==> src/rtl/dlx_fetch_unit.sv <==
// -----------------------------------------------------------------------------
// dlx_fetch_unit
//
// Instruction-fetch initiator for the DLX instruction ROM. Owns the PC, presents
// it as the ROM word address, and captures the returned instruction into the
// IF/ID register together with its PC and PC+1. Handles decode-stage stall and
// execute-stage taken-branch redirect. The ROM is a combinational responder:
// rom_data_i reflects rom_addr_o within the same cycle.
//
// Optional feature: define DLX_IF_BOUNDS_CHECK_EN to add a sticky FAULT state
// entered when a capture is attempted at pc >= ROM_DEPTH. Without the macro
// fault_o is tied to 0 and any PC value is fetched unchecked.
//
// Ports
//   clk_i            in   1       rising-edge clock
//   reset_i          in   1       asynchronous active-low reset
//   rom_addr_o       out  ADDR_W  ROM word address (the PC register itself)
//   rom_data_i       in   DATA_W  instruction returned by the ROM
//   stall_i          in   1       hold PC and IF/ID register
//   branch_taken_i   in   1       redirect PC to branch_target_i (beats stall)
//   branch_target_i  in   ADDR_W  redirect word address
//   if_valid_o       out  1       IF/ID register holds a real instruction
//   if_instr_o       out  DATA_W  captured instruction (0 = NOP bubble)
//   if_pc_o          out  ADDR_W  address of if_instr_o
//   if_npc_o         out  ADDR_W  if_pc_o + 1 (modulo 2^ADDR_W)
//   fault_o          out  1       fetch out of bounds (bounds-check build only)
// -----------------------------------------------------------------------------
module dlx_fetch_unit #(
  parameter int                 ADDR_W    = 32,
  parameter int                 DATA_W    = 32,
  parameter logic [ADDR_W-1:0]  RESET_PC  = '0,
  parameter int                 ROM_DEPTH = 64
) (
  input  logic              clk_i,
  input  logic              reset_i,
  output logic [ADDR_W-1:0] rom_addr_o,
  input  logic [DATA_W-1:0] rom_data_i,
  input  logic              stall_i,
  input  logic              branch_taken_i,
  input  logic [ADDR_W-1:0] branch_target_i,
  output logic              if_valid_o,
  output logic [DATA_W-1:0] if_instr_o,
  output logic [ADDR_W-1:0] if_pc_o,
  output logic [ADDR_W-1:0] if_npc_o,
  output logic              fault_o
);

  typedef enum logic [1:0] {
    ST_BOOT,
    ST_RUN,
    ST_HOLD
`ifdef DLX_IF_BOUNDS_CHECK_EN
    , ST_FAULT
`endif
  } state_t;

`ifdef DLX_IF_BOUNDS_CHECK_EN
  localparam bit BOUNDS_EN = 1'b1;
`else
  localparam bit BOUNDS_EN = 1'b0;
`endif

  localparam logic [ADDR_W-1:0] ROM_LIMIT = ADDR_W'(ROM_DEPTH);

  state_t              state, state_next;
  logic [ADDR_W-1:0]   pc, pc_next;
  logic                valid_next;
  logic [DATA_W-1:0]   instr_next;
  logic [ADDR_W-1:0]   ipc_next, inpc_next;
  logic                fetch_oob;

  // The ROM sees the PC register directly, so there is no combinational path
  // from any input to the ROM address.
  assign rom_addr_o = pc;

  // Constant-false in the default build, which removes the fault path entirely.
  assign fetch_oob = BOUNDS_EN && (pc >= ROM_LIMIT);

`ifdef DLX_IF_BOUNDS_CHECK_EN
  logic fault_q, fault_next;
  assign fault_o = fault_q;
`else
  assign fault_o = 1'b0;
`endif

  // NOTE: sequential state uses non-blocking assignments so every register
  // samples the pre-edge values computed by the combinational block.
  always_ff @(posedge clk_i or negedge reset_i) begin
    if (!reset_i) begin
      state      <= ST_BOOT;
      pc         <= RESET_PC;
      if_valid_o <= 1'b0;
      if_instr_o <= '0;
      if_pc_o    <= '0;
      if_npc_o   <= '0;
`ifdef DLX_IF_BOUNDS_CHECK_EN
      fault_q    <= 1'b0;
`endif
    end else begin
      state      <= state_next;
      pc         <= pc_next;
      if_valid_o <= valid_next;
      if_instr_o <= instr_next;
      if_pc_o    <= ipc_next;
      if_npc_o   <= inpc_next;
`ifdef DLX_IF_BOUNDS_CHECK_EN
      fault_q    <= fault_next;
`endif
    end
  end

  // NOTE: every signal written here gets a hold default first, so no path
  // through the case leaves one unassigned and no latch is inferred.
  always_comb begin
    state_next = state;
    pc_next    = pc;
    valid_next = if_valid_o;
    instr_next = if_instr_o;
    ipc_next   = if_pc_o;
    inpc_next  = if_npc_o;
`ifdef DLX_IF_BOUNDS_CHECK_EN
    fault_next = fault_q;
`endif

    case (state)
      // One-cycle bubble after reset: the ROM word at RESET_PC is presented
      // during this cycle and captured on the next edge.
      ST_BOOT: state_next = ST_RUN;

      ST_RUN, ST_HOLD: begin
        if (branch_taken_i) begin
          // Redirect squashes the word currently fetched; if_pc/if_npc keep
          // describing the last real instruction.
          pc_next    = branch_target_i;
          valid_next = 1'b0;
          instr_next = '0;
          state_next = ST_RUN;
        end else if (stall_i) begin
          state_next = ST_HOLD;
        end else if (fetch_oob) begin
`ifdef DLX_IF_BOUNDS_CHECK_EN
          state_next = ST_FAULT;
          fault_next = 1'b1;
          valid_next = 1'b0;
          instr_next = '0;
`endif
        end else begin
          instr_next = rom_data_i;
          ipc_next   = pc;
          inpc_next  = pc + ADDR_W'(1);
          valid_next = 1'b1;
          pc_next    = pc + ADDR_W'(1);
          state_next = ST_RUN;
        end
      end

`ifdef DLX_IF_BOUNDS_CHECK_EN
      // Sticky until reset; stall and branch are ignored.
      ST_FAULT: state_next = ST_FAULT;
`endif

      default: state_next = ST_BOOT;
    endcase
  end

endmodule

==> config.mk <==
export PLATFORM = sky130hd
export DESIGN_NAME = dlx_fetch_unit
export DESIGN_NICKNAME = d
export VERILOG_FILES = /design/src/rtl/dlx_fetch_unit.sv
export SDC_FILE = /design/constraint.sdc
export NUM_CORES = 1
export LEC_CHECK = 0
export BUFFER_PORTS_ARGS = -buffer_cell sky130_fd_sc_hd__clkbuf_2
export CAP_MARGIN = 25
export CORE_ASPECT_RATIO = 0.6
export CORE_MARGIN = 5
export CORE_UTILIZATION = 38
export CTS_CLUSTER_SIZE = 16
export DETAILED_ROUTE_END_ITERATION = 10
export PLACE_DENSITY = 0.69
export SYNTH_ARGS = -nofsm -noshare
export SYNTH_HDL_FRONTEND = slang
export SYNTH_SLANG_ARGS = --single-unit
==> constraint.sdc <==
create_clock -name clk_i -period 2 [get_ports clk_i]
set_input_delay 0.1 -clock clk_i [delete_from_list [all_inputs] [get_ports clk_i]]
set_output_delay 0.1 -clock clk_i [all_outputs]
set_load 0.01 [all_outputs]
==> results_dict.tcl <==
set metrics [dict create \
    status "finished, final reports clean" \
    diodes 0 \
    seqCellArea_mm2 0.00328 \
    die_x_um 173 \
    critPathLaunchType "flip-flop" \
    max_stage_delay_ns 0.47 \
    fp.dieH_um 108 \
    clockRootBuffer "clkbuf_16" \
    grt_antenna_before_repair 0 \
    final_nets 978 \
    avgViaCountPerCell 5.16 \
    ir_drop_v 0.000613 \
    synth_top_area_share_pct 53.9 \
    final_layout_size_suffix_gt1_share_pct 33.3 \
    tightest_slew_ns 0.529 \
    slowest_stage "nor2_2" \
    fin_skew_ns 0.0140 \
    dpl.cell_count 1043 \
    critPathRequiredTime_ns 2.33 \
    synthesis.nets 708 \
    vias 5793 \
    netlist_instances 637 \
    end_kind "flip-flop" \
    final-setup-viol-count 0 \
    slew_headroom_pct 64.7 \
    grt_max_degree 67 \
    track_usage_pct 22.0 \
    dp_hpwl_um 14700 \
    gp_congestion 0.885 \
    area_delta_synth_final_pct 43.0 \
    avgRoutedWirePerCell_um 18.2 \
    drc_errors 0 \
    drt-initial-drc-count 587 \
    drv_slew 0 \
    synth.yosys.seq_area_share_pct 53.9 \
    powerDensity_mw_per_mm2 1600 \
    worstSetupPathType "flip-flop to flip-flop" \
    ios 198 \
    hold_viol 0 \
    insertion_delay_ns 0.42 \
    grt_pass1_vias 5610 \
    crit_buf_inv 0 \
    synth_ff_type "dfrtp_1" \
    syn_avg_cell_area_um2 9.55 \
    yosysTopAreaCell "dfrtp_1" \
    fin_crit_sh_pct 93.3 \
    finalNonFillerCells 1123 \
    yosys_warnings 0 \
    yosys-top-cells-area "dfrtp_1 (54%), nand2_1 (9.5%), a22o_1 (4.6%)" \
    fin_crit_ns 1.87 \
    layout_common_cells "clkbuf_2 (195), nand2_1 (152), dfrtp_1 (131)" \
    dr.pass1.iters 6 \
    portBuffers 196 \
    multi_input_area_mm2 0.00257 \
    syn_area_mm2 0.00609 \
    grt_first_pass_wirelength_um 32300 \
    fillers 1392 \
    synth_cell_type_count 57 \
    cts.path.max_buffers 2 \
    grt-ovfl-total 0 \
    min_path_type "input port to flip-flop" \
    worstPathArrival_ns 2.19 \
    clkTransAtPathRegs_ns 0.06 \
    critPathTopFamily "simple AND/OR/NAND/NOR gates" \
    post-cts-setup-buffer-count 0 \
    ys_ff_latch 131 \
    p_leak_uw 0.00432 \
    routed_wl_um 20400 \
    max_freq_mhz 536 \
    rsz0062_at_grt "no" \
    dieArea_mm2 0.0187 \
    cts_buffers 17 \
    tns_ns 0 \
    layout_commonest_cell "clkbuf_2" \
    cp_max_fo 10 \
    ys_async_sr_fraction_pct 100 \
    cp_cell_sequence "ha_1, nand3_2, nor2_2, nand3_1, a21oi_1, a2bb2oi_1" \
    synth_edf_count 0 \
    cap_violations 0 \
    htreeDepth 4 \
    initial_core_util_pct 39.1 \
    final_antenna_net_count 0 \
    cts_tree "built" \
    row_count 35 \
    core_mm2 0.0155 \
    cts.sinks 131 \
]
[worst paths after layout]
check | startpoint | slack, ns | to | cells past startpoint
hold / removal | branch_target_i[22] | 0.02 | rom_addr_o[22] | 3
setup / recovery | rom_addr_o[0] | 0.13 | rom_addr_o[10] | 6
hold reg to reg | if_pc_o[5] | 0.47 | if_pc_o[5] | 2
min in group asynchronous | reset_i | 0.17 | if_pc_o[9] | 2
max in group asynchronous | reset_i | 1.20 | if_instr_o[18] | 3
setup reg to reg | rom_addr_o[0] | 0.13 | rom_addr_o[10] | 6
[flip-flops by register name, indices dropped and copies added, names as in the netlist]
name        flops
if_instr_o     32
if_npc_o       32
state           2
if_valid_o      1
rom_addr_o     32
if_pc_o        32
[layer usage]
metal	track usage [%]	vias up	wire length (um)
li1	-	2758	-
met5	0	-	0
met1	34.2	2736	10100
met3	6.29	18	1940
met4	5.58	0	227
met2	29.6	281	8150
[kinds of logic (layout without fill, tap and decap cells)]
kind of cell | Yosys count | count (layout) | share of synthesized area, %
AO/OA/AOI/OAI | 148 | 148 | 16.1
flip-flops | 131 | 131 | 53.9
other | 1 | 1 | 0.0616
buffers and inverters | 58 | 341 | 4.11
multiplexers | 1 | 1 | 0.164
XOR/XNOR | 29 | 29 | 4.17
adder cells (fa/ha/maj) | 3 | 3 | 0.617
AND/OR/NAND/NOR | 266 | 266 | 20.9
[power by group]
group | internal [uW] | total, uW | switching [uW]
clock | 1790 | 3050 | 1260
sequential | 3870 | 4730 | 864
combinational | 2540 | 6160 | 3620
total | 8200 | 13900 | 5740
[worst register-to-register path, cell delays in order (launching register included)]
cell,delay (ns)
dfrtp_1,0.39
ha_1,0.19
nand3_2,0.13
nor2_2,0.47
nand3_1,0.22
a21oi_1,0.19
a2bb2oi_1,0.20
[what timing repair did]
action	4_1_cts	5_1_grt
hold buffers	48	0
endpoints found under the setup margin	0	1
resized for setup	0	1
endpoints found under the hold margin	102	0
[area by class of cell]
class	count	share of cell area, %
Timing Repair Buffer	302	22.9
Inverter	7	0.302
Tap cell	203	2.92
Clock inverter	13	1.44
Multi-Input combinational cell	448	29.6
Sequential cell	131	37.7
Clock buffer	19	5.20
[cells in the mapped netlist (3+ instances only)]
master	number
o21ai_2	3
nor3b_1	3
nor2_1	26
nand3_1	21
o21ai_1	5
xor2_1	19
o21a_1	4
clkbuf_2	3
buf_2	11
o21ai_0	51
a211oi_1	3
nand4_1	13
dfrtp_1	131
xnor2_1	10
and2_1	6
o311ai_1	4
a22oi_1	4
inv_1	6
buf_1	3
ha_1	3
a31oi_1	3
nor3_1	12
a22o_1	32
o22ai_1	9
nor4_1	4
clkbuf_1	31
a21oi_1	17
and3_1	9
nand2_1	154
[stage by stage]
step | power, uW | hold slack, ns | utilization [%] | setup slack (ns) | cell area, um^2
floorplan | 7830 | -0.196 | - | 0.140 | 6090
global placement | 10700 | 0.0484 | 49.1 | 0.113 | 7640
detailed placement | 10800 | 0.0469 | 49.1 | 0.114 | 7640
CTS | 14000 | 0.00111 | 55.9 | 0.0952 | 8700
global route | 14800 | 0.0228 | 56.0 | 0.00494 | 8700
finish | 13900 | 0.0181 | 56.0 | 0.135 | 8700
Note: power is estimated with default switching activity, not from simulation.
